$ cat config.mk
export PLATFORM = sky130hd
export DESIGN_NAME = spi_slave_ctrl
export DESIGN_NICKNAME = d
export VERILOG_FILES = /design/src/rtl/spi_slave_ctrl.sv
export SDC_FILE = /design/constraint.sdc
export NUM_CORES = 1
export LEC_CHECK = 0
export CORE_MARGIN = 10
export CORE_UTILIZATION = 34
export CTS_BUF_LIST = sky130_fd_sc_hd__clkbuf_8 sky130_fd_sc_hd__clkbuf_16
export CTS_CLUSTER_DIAMETER = 60
export DETAILED_ROUTE_END_ITERATION = 8
export GPL_TIMING_DRIVEN = 0
export MAX_ROUTING_LAYER = met4
export PLACE_DENSITY_LB_ADDON = 0.05
export RECOVER_POWER = 100
export SLEW_MARGIN = 30
export SYNTH_ARGS = -nofsm -noshare
export SYNTH_HDL_FRONTEND = slang
export SYNTH_SLANG_ARGS = --single-unit
$ cat constraint.sdc
create_clock -name clk -period 4.1 [get_ports clk]
set_clock_uncertainty 0.2 [all_clocks]
set_input_delay 1.23 -clock clk [delete_from_list [all_inputs] [get_ports clk]]
set_output_delay 1.23 -clock clk [all_outputs]
set_load 0.01 [all_outputs]
$ cat src/rtl/spi_slave_ctrl.sv
// SPI slave sequencer for the command RAM: deserialises 10-bit command frames from MOSI
// and serialises the RAM's read byte back out on MISO, tracking whether a read address is loaded.
module spi_slave_ctrl #(
    parameter int RX_W = 10,
    parameter int TX_W = 8
) (
    input  logic            clk,
    input  logic            reset_n,
    input  logic            SS_n,
    input  logic            MOSI,
    output logic            MISO,
    output logic [RX_W-1:0] rx_data,
    output logic            rx_valid,
    input  logic [TX_W-1:0] tx_data,
    input  logic            tx_valid
);

    localparam logic [2:0] IDLE      = 3'd0;
    localparam logic [2:0] CHK_CMD   = 3'd1;
    localparam logic [2:0] WRITE     = 3'd2;
    localparam logic [2:0] READ_ADD  = 3'd3;
    localparam logic [2:0] READ_DATA = 3'd4;
    localparam logic [2:0] SEND      = 3'd5;

    // Bit counter values: LAST_BIT marks the edge sampling bit 0, WORD_DONE the post-word hold.
    localparam logic [3:0] LAST_BIT  = 4'(RX_W - 2);
    localparam logic [3:0] WORD_DONE = 4'(RX_W - 1);
    localparam logic [3:0] TX_BITS   = 4'(TX_W);

    logic [2:0]      state_q, state_d;
    logic [3:0]      cnt_q, cnt_d;
    logic            rd_addr_ok_q, rd_addr_ok_d;
    logic [TX_W-1:0] shreg_q, shreg_d;
    logic [RX_W-2:0] rx_shift_q, rx_shift_d;
    logic [RX_W-1:0] rx_data_q, rx_data_d;
    logic            rx_valid_q, rx_valid_d;

    always_comb begin
        state_d      = state_q;
        cnt_d        = cnt_q;
        rd_addr_ok_d = rd_addr_ok_q;
        shreg_d      = shreg_q;
        rx_shift_d   = rx_shift_q;
        rx_data_d    = rx_data_q;
        rx_valid_d   = 1'b0;

        if (state_q != IDLE && SS_n) begin
            // Frame end or abort: partial word and partial MISO byte are dropped.
            state_d    = IDLE;
            cnt_d      = 4'd0;
            shreg_d    = '0;
            rx_shift_d = '0;
        end else begin
            case (state_q)
                IDLE: begin
                    cnt_d = 4'd0;
                    if (!SS_n) begin
                        state_d = CHK_CMD;
                    end
                end
                CHK_CMD: begin
                    rx_shift_d = {rx_shift_q[RX_W-3:0], MOSI};
                    cnt_d      = 4'd0;
                    if (!MOSI) begin
                        state_d = WRITE;
                    end else if (rd_addr_ok_q) begin
                        state_d = READ_DATA;
                    end else begin
                        state_d = READ_ADD;
                    end
                end
                WRITE, READ_ADD, READ_DATA: begin
                    if (cnt_q < LAST_BIT) begin
                        rx_shift_d = {rx_shift_q[RX_W-3:0], MOSI};
                        cnt_d      = cnt_q + 4'd1;
                    end else if (cnt_q == LAST_BIT) begin
                        rx_data_d  = {rx_shift_q, MOSI};
                        rx_valid_d = 1'b1;
                        cnt_d      = WORD_DONE;
                        if (state_q == READ_ADD) begin
                            rd_addr_ok_d = 1'b1;
                        end else if (state_q == READ_DATA) begin
                            rd_addr_ok_d = 1'b0;
                        end
                    end else if (state_q == READ_DATA && tx_valid) begin
                        shreg_d = tx_data;
                        cnt_d   = 4'd0;
                        state_d = SEND;
                    end
                end
                SEND: begin
                    // Zeros shift in behind the data, so MISO settles to 0 after the last bit.
                    if (cnt_q < TX_BITS) begin
                        shreg_d = {shreg_q[TX_W-2:0], 1'b0};
                        cnt_d   = cnt_q + 4'd1;
                    end
                end
                default: begin
                    state_d = IDLE;
                    cnt_d   = 4'd0;
                end
            endcase
        end
    end

    always_ff @(posedge clk or negedge reset_n) begin
        if (!reset_n) begin
            state_q      <= IDLE;
            cnt_q        <= 4'd0;
            rd_addr_ok_q <= 1'b0;
            shreg_q      <= '0;
            rx_shift_q   <= '0;
            rx_data_q    <= '0;
            rx_valid_q   <= 1'b0;
        end else begin
            state_q      <= state_d;
            cnt_q        <= cnt_d;
            rd_addr_ok_q <= rd_addr_ok_d;
            shreg_q      <= shreg_d;
            rx_shift_q   <= rx_shift_d;
            rx_data_q    <= rx_data_d;
            rx_valid_q   <= rx_valid_d;
        end
    end

    // rx_valid is a bare strobe (no ready): the RAM must take rx_data in that one cycle.
    assign rx_data  = rx_data_q;
    assign rx_valid = rx_valid_q;
    assign MISO     = (state_q == SEND) & shreg_q[TX_W-1];

endmodule
=== After elaboration in Yosys (flattened, before gate mapping) ===
Cells that the tools add are included.

* Add/subtract/negate cells: 1
* Order comparisons: 1
* Equal/unequal tests: 14
* Multiplexer cells: 29
* Bitwise operators: 3
* Reductions and logical operators: 14

{| class="wikitable"
|+ Operators with widths
! kind !! count
|-
| $mux W8 || 5
|-
| $mux W3 || 7
|-
| $mux W4 || 5
|-
| $mux W9 || 2
|-
| $ne A3 B3 Y1 const B || 6
|-
| $pmux W9 S2 || 1
|-
| $pmux W8 S2 || 1
|-
| $reduce_and A5 Y1 || 3
|-
| $pmux W3 S4 || 1
|-
| $reduce_bool A3 Y1 || 3
|-
| $pmux W4 S2 || 1
|-
| $eq A3 B2 Y1 const B || 2
|-
| $eq A3 B3 Y1 const B || 2
|-
| $mux W1 || 6
|-
| $ne A5 B5 Y1 const B || 1
|-
| $add A4 B1 Y4 const B || 1
|-
| $eq A4 B4 Y1 const B || 1
|-
| $lt A4 B4 Y1 const B || 1
|-
| $reduce_and A2 Y1 || 2
|-
| $reduce_and A4 Y1 || 1
|-
| $eq A3 B1 Y1 const B || 1
|-
| $logic_not A3 Y1 || 1
|-
| $reduce_or A3 Y1 || 1
|-
| $logic_and A1 B1 Y1 || 2
|-
| 4 further kinds || 5
|}

* Register bits after elaboration: 36
* Bits of input ports: 13
* Output and inout port bits: 12

=== Longest topological paths before layout ===
* Word-level depth: 7
* Depth in mapped cells: 6
* Depth with buffers taken out: 6

=== Worst setup path before layout ===
No wires, ideal clock.

* Kind: in2reg
* Start: input port SS_n
* End: register rx_data_q[0], in the netlist rx_data[0]
* Library setup time: 0.125 ns
* Arrival time: 2.116 ns
* Data required time: 3.775 ns
* Setup slack: 1.659 ns
* Stages: 4
* Path buffers: 0
* Cells stage by stage: and2b_1 > nand2_1 > nor2_4 > mux2_2

* Longest elaborated chain between the ends: 3

{| class="wikitable"
|+ RTL lines
! element !! RTL line !! source
|-
| start: declaration || 9 || <nowiki>input logic SS_n,</nowiki>
|-
| $logic_and A1 B1 Y1 || 47 || <nowiki>if (state_q != IDLE && SS_n) begin</nowiki>
|-
| $not A1 Y1 (no source line) || n/a ||
|-
| $reduce_and A4 Y1 (no source line) || n/a ||
|-
| end signal: assignment || 121 || <nowiki>rx_data_q <= rx_data_d;</nowiki>
|-
| end: declaration || 35 || <nowiki>logic [RX_W-1:0] rx_data_q, rx_data_d;</nowiki>
|}

Every way passes these cells.
A chain may end at the register's enable or synchronous reset.

=== Worst setup path after layout ===
* Start: input port SS_n
* End: register rx_data_q[7], in the netlist rx_data[7]

Same word-level chain as after synthesis.

==> impl_metrics.csv <==
group,metric,value,unit
run_status,status,"completed",
placed_design,gp_congestion,0.764,
logic_synthesis,synth_fp_nets,168,
detailed_routing,drt-vias-per-instance,5.02,
logic_synthesis,synth_cells,153,
clock_network,cts_tree,"yes",
sta,grt_setup_unrepaired,"false",
worst_setup_path,cp.required,4.07,ns
logic_synthesis,synthSimpleGateAreaFrac,0.126,
detailed_routing,dr.first_iter.drc_count,39,
worst_setup_path,endpoint_kind,"flop",
die,initial_core_util,0.357,
global_routing,grt_pass1_wl,6730,um
logic_synthesis,synthMuxAreaShare,0.174,
die,io_pins,25,
sta,fin_crit_sh,0.825,
worst_setup_path,cp.arrival,3.35,ns
power_and_ir_drop,p_sw_frac,0.288,
sta,finalCriticalPeriod,3.38,ns
sta,slew_viol_final,0,
clock_network,cts-hold-fix-buffers,0,
job,maxCapViolCount,0,
clock_network,clockRootBuffer,"clkbuf_8",
die,die_area,8820,um^2
clock_network,numCtsBuffers,5,
detailed_routing,wire_per_inst,15.4,um
power_and_ir_drop,seq_power_share,0.483,
final_layout,fill_cells,515,
logic_synthesis,synth_xor_area_frac,0,
worst_setup_path,crit_type,"input port to flop",
clock_network,post_cts_buffers,0,
clock_network,cts_resized,0,
logic_synthesis,synth-async-reset-ratio,1.00,
global_routing,grt_antenna_before_repair,0,
detailed_routing,ant_nets,0,
global_routing,grt_max_degree,24,
final_layout,multi_input_area,843,um^2
power_and_ir_drop,switching_power,0.270,mW
final_layout,nets,200,
clock_network,clkLatencyLatePin,0.28,ns
clock_network,cts_buffer_depth,2,
sta,worstMarginPinSlew,1.20,ns
clock_network,htreeDepth,2,
final_layout,syn2layout_area_growth,21.2,%
logic_synthesis,synthAdderAreaFrac,0.0135,
logic_synthesis,yosys_warnings,0,
sta,finalHoldViolCount,0,
sta,slew_headroom,0.203,
worst_setup_path,path_max_fanout,10,
power_and_ir_drop,pwr-share-clk,0.282,
global_routing,grt_pass1_vias,1348,
sta,setup_viol,0,
power_and_ir_drop,combPwrFrac,0.235,
final_layout,antenna_cells,0,
power_and_ir_drop,p_per_area,417,nW/um^2
logic_synthesis,synthesis.area,1860,um^2
die,die_w,93.9,um
die,rows,26,
detailed_routing,routed_wirelength,3950,um
die,die_h,93.9,um
power_and_ir_drop,ir_drop,0.225,mV
logic_synthesis,synth_flop_cell,"dfrtp_1",
sta,fmax,296,MHz
global_routing,grt_overflow,0,
detailed_routing,drc,0,
power_and_ir_drop,internal_power,0.669,mW
logic_synthesis,syn_avg_cell_area,12.1,um^2
sta,fin_tns_setup,0,ns
logic_synthesis,synth_edf_count,0,
final_layout,drive_gt1_frac,0.258,
logic_synthesis,synth_compound_area_frac,0.152,
min_path,hp-class,"flop to flop",
power_and_ir_drop,p_leak,1.09,nW
global_routing,grt_use_total,0.0986,
logic_synthesis,synth_cell_types,41,
die,core-area,5200,um^2
detailed_routing,vias,1286,
final_layout,layout_common_cells,"dfrtp_1 (36), mux2_2 (19), nand2_1 (15), dlygate4sd3_1 (13), mux2i_1 (11)",
final_layout,mostFrequentLayoutCell,"dfrtp_1",
placed_design,pre_cts_slack,0.900,ns
final_layout,register_area,901,um^2
sta,worst_slack,0.719,ns
clock_network,cts_sinks,36,
logic_synthesis,ys_ff_latch,36,
detailed_routing,dr.pass1.iters,4,
placed_design,dpl.hpwl,2980,um
placed_design,io_buffers,24,
logic_synthesis,yosysSeqAreaShare,0.485,
clock_network,clkTransAtPathRegs,0.07,ns
logic_synthesis,synth_top_family_by_area,"multiplexers",
worst_setup_path,startpoint_type,"input port",
==> cells in the mapped netlist, types with 2 or more instances <==
master    number  area (um^2)
dfrtp_1       36          901
mux2_2        19          214
nand2_1       15         56.3
mux2i_1       11          110
a21oi_1        6         30.0
a22o_2         6         60.1
inv_1          6         22.5
o21ai_0        4         20.0
buf_4          3         22.5
buf_6          3         33.8
nor3_1         3         15.0
a211o_1        2         17.5
and2b_1        2         15.0
ha_1           2         25.0
nand2b_4       2         27.5
nand3_1        2         10.0
nor2_1         2         7.51
nor3b_1        2         15.0
nor4b_1        2         17.5
o21a_1         2         15.0
o21ai_1        2         10.0
o221a_2        2         22.5
==> power by group through the flow <==
stage | sequential (mW) | combinational, mW | clock (mW)
detailed placement | 0.461 | 0.233 | 0
floorplan | 0.449 | 0.179 | 0
finish | 0.453 | 0.221 | 0.265
global route | 0.461 | 0.245 | 0.290
global placement | 0.458 | 0.225 | 0
CTS | 0.454 | 0.234 | 0.277
==> layer usage <==
layer	routed length, um	GRT usage	share of wire	vias up
met5	0	-	0	-
met4	42	0.0342	0.011	0
met3	165	0.0328	0.042	4
met2	1990	0.157	0.50	24
met1	1750	0.114	0.44	639
li1	-	-	-	619
==> final cells by class <==
cell class	count	share of cell area
Timing Repair Buffer	25	0.106
Multi-Input combinational cell	104	0.374
Clock buffer	6	0.0367
Sequential cell	36	0.400
Tap cell	70	0.0389
Buffer	7	0.0278
Clock inverter	2	0.00667
Inverter	6	0.0100
==> worst max-delay path, cell delays in order <==
cell and delay [ns]:
dlygate4sd3_1 0.63, and2b_1 0.28, nand2_1 0.11, nor2_1 0.68, mux2_2 0.42
==> final timing paths <==
kind	cells past startpoint	to	startpoint	slack (ns)
max	5	rx_data[7]	SS_n	0.72
min	1	shreg_q[4]	shreg_q[4]	0.31
max reg2reg	6	shreg_q[7]	cnt_q[0]	1.84
min reg2reg	1	shreg_q[4]	shreg_q[4]	0.31
max in group asynchronous	2	rx_shift_q[1]	reset_n	1.33
min in group asynchronous	1	cnt_q[3]	reset_n	0.81
==> stage by stage <==
step                utilization  cells  hold slack (ns)  area (um^2)  total power [mW]
floorplan                     -    153            0.271         1860             0.628
global placement          0.420    247            0.286         2190             0.683
detailed placement        0.424    248            0.294         2210             0.694
CTS                       0.443    256            0.312         2310             0.966
global route              0.433    256            0.322         2250             0.996
finish                    0.433    256            0.309         2250             0.939
==> state kept, by name, summed over array words and instances, names as in the netlist <==
name and flops:
cnt_q 4, rd_addr_ok_q 1, rx_data 10, rx_shift_q 9, rx_valid 1, shreg_q 8
state_q 3
==> cells by family after synthesis <==
logic type / after synthesis
multiplexers: 30
AO/OA/AOI/OAI: 34
adder cells (fa/ha/maj): 2
buffers and inverters: 13
AND/OR/NAND/NOR: 38
flip-flops: 36
No activity file was read; power rests on OpenSTA's default activity.
